## src/rtl/reg_file_pkg.sv

```systemverilog
// Shared widths, index types and decode helpers
// for the 32 x 32 register file.
package reg_file_pkg;

  localparam int DATA_W   = 32;
  localparam int ADDR_W   = 5;
  localparam int NUM_REGS = 2 ** ADDR_W;

  localparam int UP_W  = 2;
  localparam int LO_W  = 3;
  localparam int GRPS  = 2 ** UP_W;
  localparam int GRP_N = 2 ** LO_W;

  typedef logic [DATA_W-1:0] word_t;
  typedef logic [ADDR_W-1:0] idx_t;
  typedef logic [UP_W-1:0]   up_sel_t;
  typedef logic [LO_W-1:0]   lo_sel_t;

  function automatic logic [GRPS-1:0] dec2to4(
    input logic    en,
    input up_sel_t sel
  );
    logic [GRPS-1:0] oh;
    oh = '0;
    if (en) oh[sel] = 1'b1;
    return oh;
  endfunction

  function automatic logic hit3(
    input logic    en,
    input lo_sel_t sel,
    input lo_sel_t k
  );
    return en && (sel == k);
  endfunction

endpackage

```

## src/rtl/reg_file_if.sv

```systemverilog
// Read/write port bundle of the register file.
// master drives indices and write data.
interface reg_file_if;
  import reg_file_pkg::*;

  idx_t  reg1n;
  idx_t  reg2n;
  idx_t  wregn;
  word_t wdata;
  logic  wen;
  word_t reg1o;
  word_t reg2o;

  modport master (
    output reg1n,
    output reg2n,
    output wregn,
    output wdata,
    output wen,
    input  reg1o,
    input  reg2o
  );

  modport slave (
    input  reg1n,
    input  reg2n,
    input  wregn,
    input  wdata,
    input  wen,
    output reg1o,
    output reg2o
  );

endinterface

```

## src/rtl/reg_file_reg32.sv

```systemverilog
// One 32-bit storage register with synchronous
// clear and load enable.
module reg32
  import reg_file_pkg::*;
(
  input  logic  clk,
  input  logic  reset,
  input  logic  en,
  input  word_t d,
  output word_t q
);

  // Clear wins over load; otherwise hold.
  always_ff @(posedge clk) begin
    if (reset) begin
      q <= '0;
    end else if (en) begin
      q <= d;
    end
  end

endmodule

```

## src/rtl/reg_file.sv

```systemverilog
// 32 x 32 register file: two combinational read
// ports, one synchronous write port, r0 tied to 0.
module reg_file #(
  parameter int DATA_W = 32,
  parameter int ADDR_W = 5
) (
  input logic  clk,
  input logic  reset,
  reg_file_if.slave bus
);
  import reg_file_pkg::*;

  localparam int NREG = 2 ** ADDR_W;

  logic [GRPS-1:0]             upper;
  logic [NREG-1:1]             wsel;
  logic [NREG-1:0][DATA_W-1:0] regs;

  // Upper decode stage, gated by the write enable.
  always_comb begin
    upper = dec2to4(bus.wen, bus.wregn[4:3]);
  end

  assign regs[0] = '0;

  for (genvar g = 0; g < GRPS; g++) begin : g_grp
    for (genvar k = 0; k < GRP_N; k++) begin : g_reg
      localparam int IDX = g * GRP_N + k;
      if (IDX != 0) begin : g_store
        assign wsel[IDX] = hit3(
          upper[g],
          bus.wregn[2:0],
          lo_sel_t'(k)
        );
        reg32 u_reg (
          .clk   (clk),
          .reset (reset),
          .en    (wsel[IDX]),
          .d     (bus.wdata),
          .q     (regs[IDX])
        );
      end
    end
  end

  // Read port 1: plain 32:1 mux, no bypass.
  always_comb begin
    bus.reg1o = regs[bus.reg1n];
  end

  // Read port 2: independent 32:1 mux.
  always_comb begin
    bus.reg2o = regs[bus.reg2n];
  end

endmodule

```

## src/flat_wrapper.sv

```systemverilog
// flat-port wrapper written by rule: the top's interface ports become plain ports
module reg_file_flat import reg_file_pkg::*;
#(
  parameter int DATA_W = 32,
  parameter int ADDR_W = 5
)
  (clk, reset, bus_reg1n, bus_reg2n, bus_wregn, bus_wdata, bus_wen, bus_reg1o, bus_reg2o);
  reg_file_if bus_i ();
  input logic clk;
  input logic reset;
  input wire logic [$bits(bus_i.reg1n)-1:0] bus_reg1n;
  input wire logic [$bits(bus_i.reg2n)-1:0] bus_reg2n;
  input wire logic [$bits(bus_i.wregn)-1:0] bus_wregn;
  input wire logic [$bits(bus_i.wdata)-1:0] bus_wdata;
  input wire logic [$bits(bus_i.wen)-1:0] bus_wen;
  output wire logic [$bits(bus_i.reg1o)-1:0] bus_reg1o;
  output wire logic [$bits(bus_i.reg2o)-1:0] bus_reg2o;
  assign bus_i.reg1n = bus_reg1n;
  assign bus_i.reg2n = bus_reg2n;
  assign bus_i.wregn = bus_wregn;
  assign bus_i.wdata = bus_wdata;
  assign bus_i.wen = bus_wen;
  assign bus_reg1o = bus_i.reg1o;
  assign bus_reg2o = bus_i.reg2o;
  reg_file #(.DATA_W(DATA_W), .ADDR_W(ADDR_W)) u_core (.clk(clk), .reset(reset), .bus(bus_i));
endmodule
```

## config.mk

```make
export PLATFORM = sky130hd
export DESIGN_NAME = reg_file_flat
export DESIGN_NICKNAME = d
export VERILOG_FILES = /design/src/rtl/reg_file_pkg.sv /design/src/rtl/reg_file_if.sv /design/src/rtl/reg_file_reg32.sv /design/src/rtl/reg_file.sv /design/src/flat_wrapper.sv
export SDC_FILE = /design/constraint.sdc
export NUM_CORES = 2
export LEC_CHECK = 0
export ABC_CLOCK_PERIOD_IN_PS = 2500
export CAP_MARGIN = 20
export CORE_MARGIN = 2
export CORE_UTILIZATION = 45
export DETAILED_ROUTE_END_ITERATION = 10
export PLACE_DENSITY = 0.65
export REMOVE_ABC_BUFFERS = 1
export SYNTH_ARGS = -nofsm -noshare
export SYNTH_HDL_FRONTEND = slang
export SYNTH_SLANG_ARGS = --single-unit
```

## constraint.sdc

```tcl
create_clock -name clk -period 2.5 [get_ports clk]
set_input_delay 0.625 -clock clk [delete_from_list [all_inputs] [get_ports clk]]
set_output_delay 0.625 -clock clk [all_outputs]
set_load 0.02 [all_outputs]
```

==> impl_metrics.py <==
metrics = {
    "synthesis": {
        "yosys.cell_types.count": 34,
        "synth_compound_area_share_pct": 16.6,
        "yosysTopAreaCellShare_pct": 38.8,
        "synth-simple-area-share_pct": 19.9,
        "netlist_area_sq_um": 51200,
        "synth_flop_cell": "dfxtp_1",
        "synth.area.top_cells": "dfxtp_1 39%, nand2_1 16%, mux2i_1 15%",
        "synthAdderAreaFrac_pct": 0,
        "synth_edf_count": 0,
        "synthXorXnorAreaFrac_pct": 0,
        "ys_seq_elements": 992,
        "async_flop_share_pct": 0,
        "yosys_warnings": 0,
        "synth_area_per_cell_sq_um": 7.78,
        "synth_top_area_cell": "dfxtp_1",
        "muxShareOfSynthArea_pct": 19.2,
        "synth_cells": 6581,
        "synth_seq_area_share_pct": 38.8,
        "synth_top_family_by_area": "simple AND/OR/NAND/NOR gates",
    },
    "setup_path": {
        "endpoint_kind": "primary output",
        "reg2reg_slack_ps": 1710,
        "cp_max_fo": 2,
        "crit_start": "u_core.g_grp[0].g_reg[7].g_store.u_reg.q[1]",
        "worstSetupPathType": "flop to primary output",
        "cp.required_ps": 1880,
        "worstSetupStartpointType": "flop",
        "ff2ff_path_depth": 4,
        "critical_path_arrival_ps": 2500,
        "setup.worst_path.end": "bus_reg1o[1]",
        "r2r-start": "u_core.g_grp[0].g_reg[7].g_store.u_reg.q[9]",
        "r2r-end": "u_core.g_grp[0].g_reg[7].g_store.u_reg.q[9]",
    },
    "power_and_ir_drop": {
        "power.density_nw_per_um2": 571,
        "vdd_drop_max_uv": 545,
        "power_w": 0.0387,
        "switching_power_w": 0.0103,
        "seqPwrFrac_pct": 41.4,
        "combPwrFrac_pct": 14.3,
        "clkPwrFrac_pct": 44.3,
        "p_int_w": 0.0284,
        "leakagePower_nw": 25.5,
        "switching_share_pct": 26.6,
    },
    "cells_and_area": {
        "layout.nets": 6945,
        "biggestRegsByFlops": "u_core.g_grp.g.g_store.u_reg.q (992)",
        "antenna_cells": 0,
        "layout_common_cells": "2130 x nand2_1, 1120 x a21oi_1, 926 x dfxtp_1, 758 x mux2i_1, 426 x buf_4",
        "areaGrowthSynthToFinish_pct": 32.4,
        "regMostFlops": "u_core.g_grp.g.g_store.u_reg.q",
        "largest_register_ffs": 992,
        "final-instance-count-excl-fill": 8481,
        "final_common_cell": "nand2_1",
        "final_layout_size_suffix_gt1_share_pct": 22.3,
    },
    "timing": {
        "drv_slew": 0,
        "setup-tns-final_ps": -28520,
        "worst_pin_slew_ps": 520,
        "relSlewSlack_pct": 65.3,
        "setup_ws_ps": -623,
        "layout_min_cycle_time_ps": 3120,
        "rsz0062_at_grt": "true",
        "hold_violations": 0,
        "setup_viol": 64,
        "max_freq_mhz": 320,
        "min_period_over_period_pct": 125,
        "fin_worst_skew_ps": 0,
    },
    "placed_design": {
        "dp_cells": 8223,
        "dp_hpwl_um": 127000,
        "gp_congestion": 0.924,
        "place.port_buffers": 113,
    },
    "floorplan": {
        "fp-row-count": 123,
        "ioPinCount": 114,
        "coreArea_sq_um": 113000,
        "initial_utilization_pct": 45.5,
        "die_h_um": 341,
        "die_w_um": 341,
        "die_area_sq_um": 117000,
    },
    "worst_hold_path": {
        "hold_class": "input pin to flop",
    },
    "routing": {
        "dr.first_iter.drc_count": 6862,
        "routed_wl_um": 210000,
        "firstDrtPassIters": 11,
        "wire_per_inst_um": 24.7,
        "via_per_inst": 6.18,
        "route.detailed.drc": 1,
        "vias": 52400,
        "ant_nets": 0,
    },
    "clock_network": {
        "clock_latency_ps": 710,
        "ctsHoldBuffers": 0,
        "clockBufferDepth": 3,
        "cts_tree": "yes",
        "cts_inserted_buffers": 106,
        "htreeDepth": 3,
        "clockRootBuffer": "clkbuf_16",
        "path_clk_slew_ps": 60,
        "cts_sinks": 992,
    },
    "job": {
        "cap_viol_max_count": 0,
    },
    "grt": {
        "grt_max_degree": 102,
        "first_global_vias": 50300,
        "grt_overflow": 0,
        "grt_antenna_before_repair": 1,
        "grt_pass1_wl_um": 310000,
        "grt.total_usage_pct": 34.4,
    },
    "run_status": {
        "violations": "design-rule violations, negative setup slack",
        "outcome": "finished, violations left",
    },
}
==> timing repair <==
action | CTS | global route
setup buffers | 77 | 14
cloned | 24 | 5
pin swaps | 125 | 75
resized for setup | 949 | 128
setup endpoints to repair | 64 | 64
==> how the worst min path moves through the flow <==
stage                                                    to  cells after the start                                    startpoint  slack (ps)
6_report       u_core.g_grp[0].g_reg[1].g_store.u_reg.q[21]                      2                                         reset         330
5_1_grt        u_core.g_grp[0].g_reg[1].g_store.u_reg.q[15]                      2                                         reset         350
2_1_floorplan  u_core.g_grp[0].g_reg[3].g_store.u_reg.q[29]                      2  u_core.g_grp[0].g_reg[3].g_store.u_reg.q[29]         440
3_5_place_dp    u_core.g_grp[3].g_reg[4].g_store.u_reg.q[9]                      2   u_core.g_grp[3].g_reg[4].g_store.u_reg.q[9]         460
3_3_place_gp    u_core.g_grp[0].g_reg[4].g_store.u_reg.q[9]                      2   u_core.g_grp[0].g_reg[4].g_store.u_reg.q[9]         450
4_1_cts         u_core.g_grp[0].g_reg[7].g_store.u_reg.q[3]                      2                                         reset         320
==> logic make-up (layout without fill, tap and decap cells) <==
| family | Yosys count | count (layout) |
|---|---|---|
| AOI/OAI and AO/OA | 1504 | 1504 |
| buffers and inverters | 651 | 1051 |
| DFF | 992 | 992 |
| muxes | 896 | 896 |
| and+or+nand+nor | 2538 | 2538 |
==> layout make-up <==
cell class,instances,area [sq um]
Clock inverter,36,534
Multi-Input combinational cell,4938,31500
Clock buffer,158,3230
Tap cell,1500,1880
Timing Repair Buffer,857,10700
Sequential cell,992,19900
Fill cell,9351,44800
==> power groups by stage <==
stage	registers, W	clock network, W	logic, W
after global placement	0.0164	0	0.00448
after floorplan	0.0163	0	0.00151
after CTS	0.0160	0.0172	0.00527
after detailed placement	0.0164	0	0.00451
after global routing	0.0160	0.0178	0.00570
final	0.0160	0.0171	0.00554
==> Yosys cell counts (all sizes together), types with 4 or more instances <==
cell,count
mux4,64
nor3,65
mux2,64
nand3,194
clkbuf,406
and2,6
dfxtp,992
a22oi,256
a31oi,64
a221oi,64
mux2i,768
nand2,2148
buf,245
a21oi,1120
or2,4
nor2,33
nor2b,71
==> stage by stage <==
step	hold WS, ps	area [sq um]	worst slack (ps)	util [%]
floorplan	436	48400	-2700	-
global placement	449	59400	-1420	52.7
detailed placement	457	59400	-1430	52.7
CTS	319	67100	-697	59.5
global route	349	67800	-657	60.2
finish	333	67800	-623	60.2
==> layer usage <==
| layer | track usage, % | up-vias | routed length [um] | share of wire (%) |
|---|---|---|---|---|
| li1 | - | 23300 | - | - |
| met1 | 45.0 | 25000 | 80700 | 38 |
| met2 | 54.0 | 3292 | 93500 | 45 |
| met3 | 6.69 | 773 | 23800 | 11 |
| met4 | 17.3 | 2 | 11700 | 5.6 |
| met5 | 0 | - | 13 | 0.0062 |
==> critical path: stages, from the launching register on <==
cell and delay [ps]:
dfxtp_2 320, buf_6 100, mux4_2 480, nor2b_4 160
nor3_4 80, a31oi_2 180, buf_4 190, nand3_4 130
buf_6 160
Note: power is estimated with default switching activity, not from simulation.
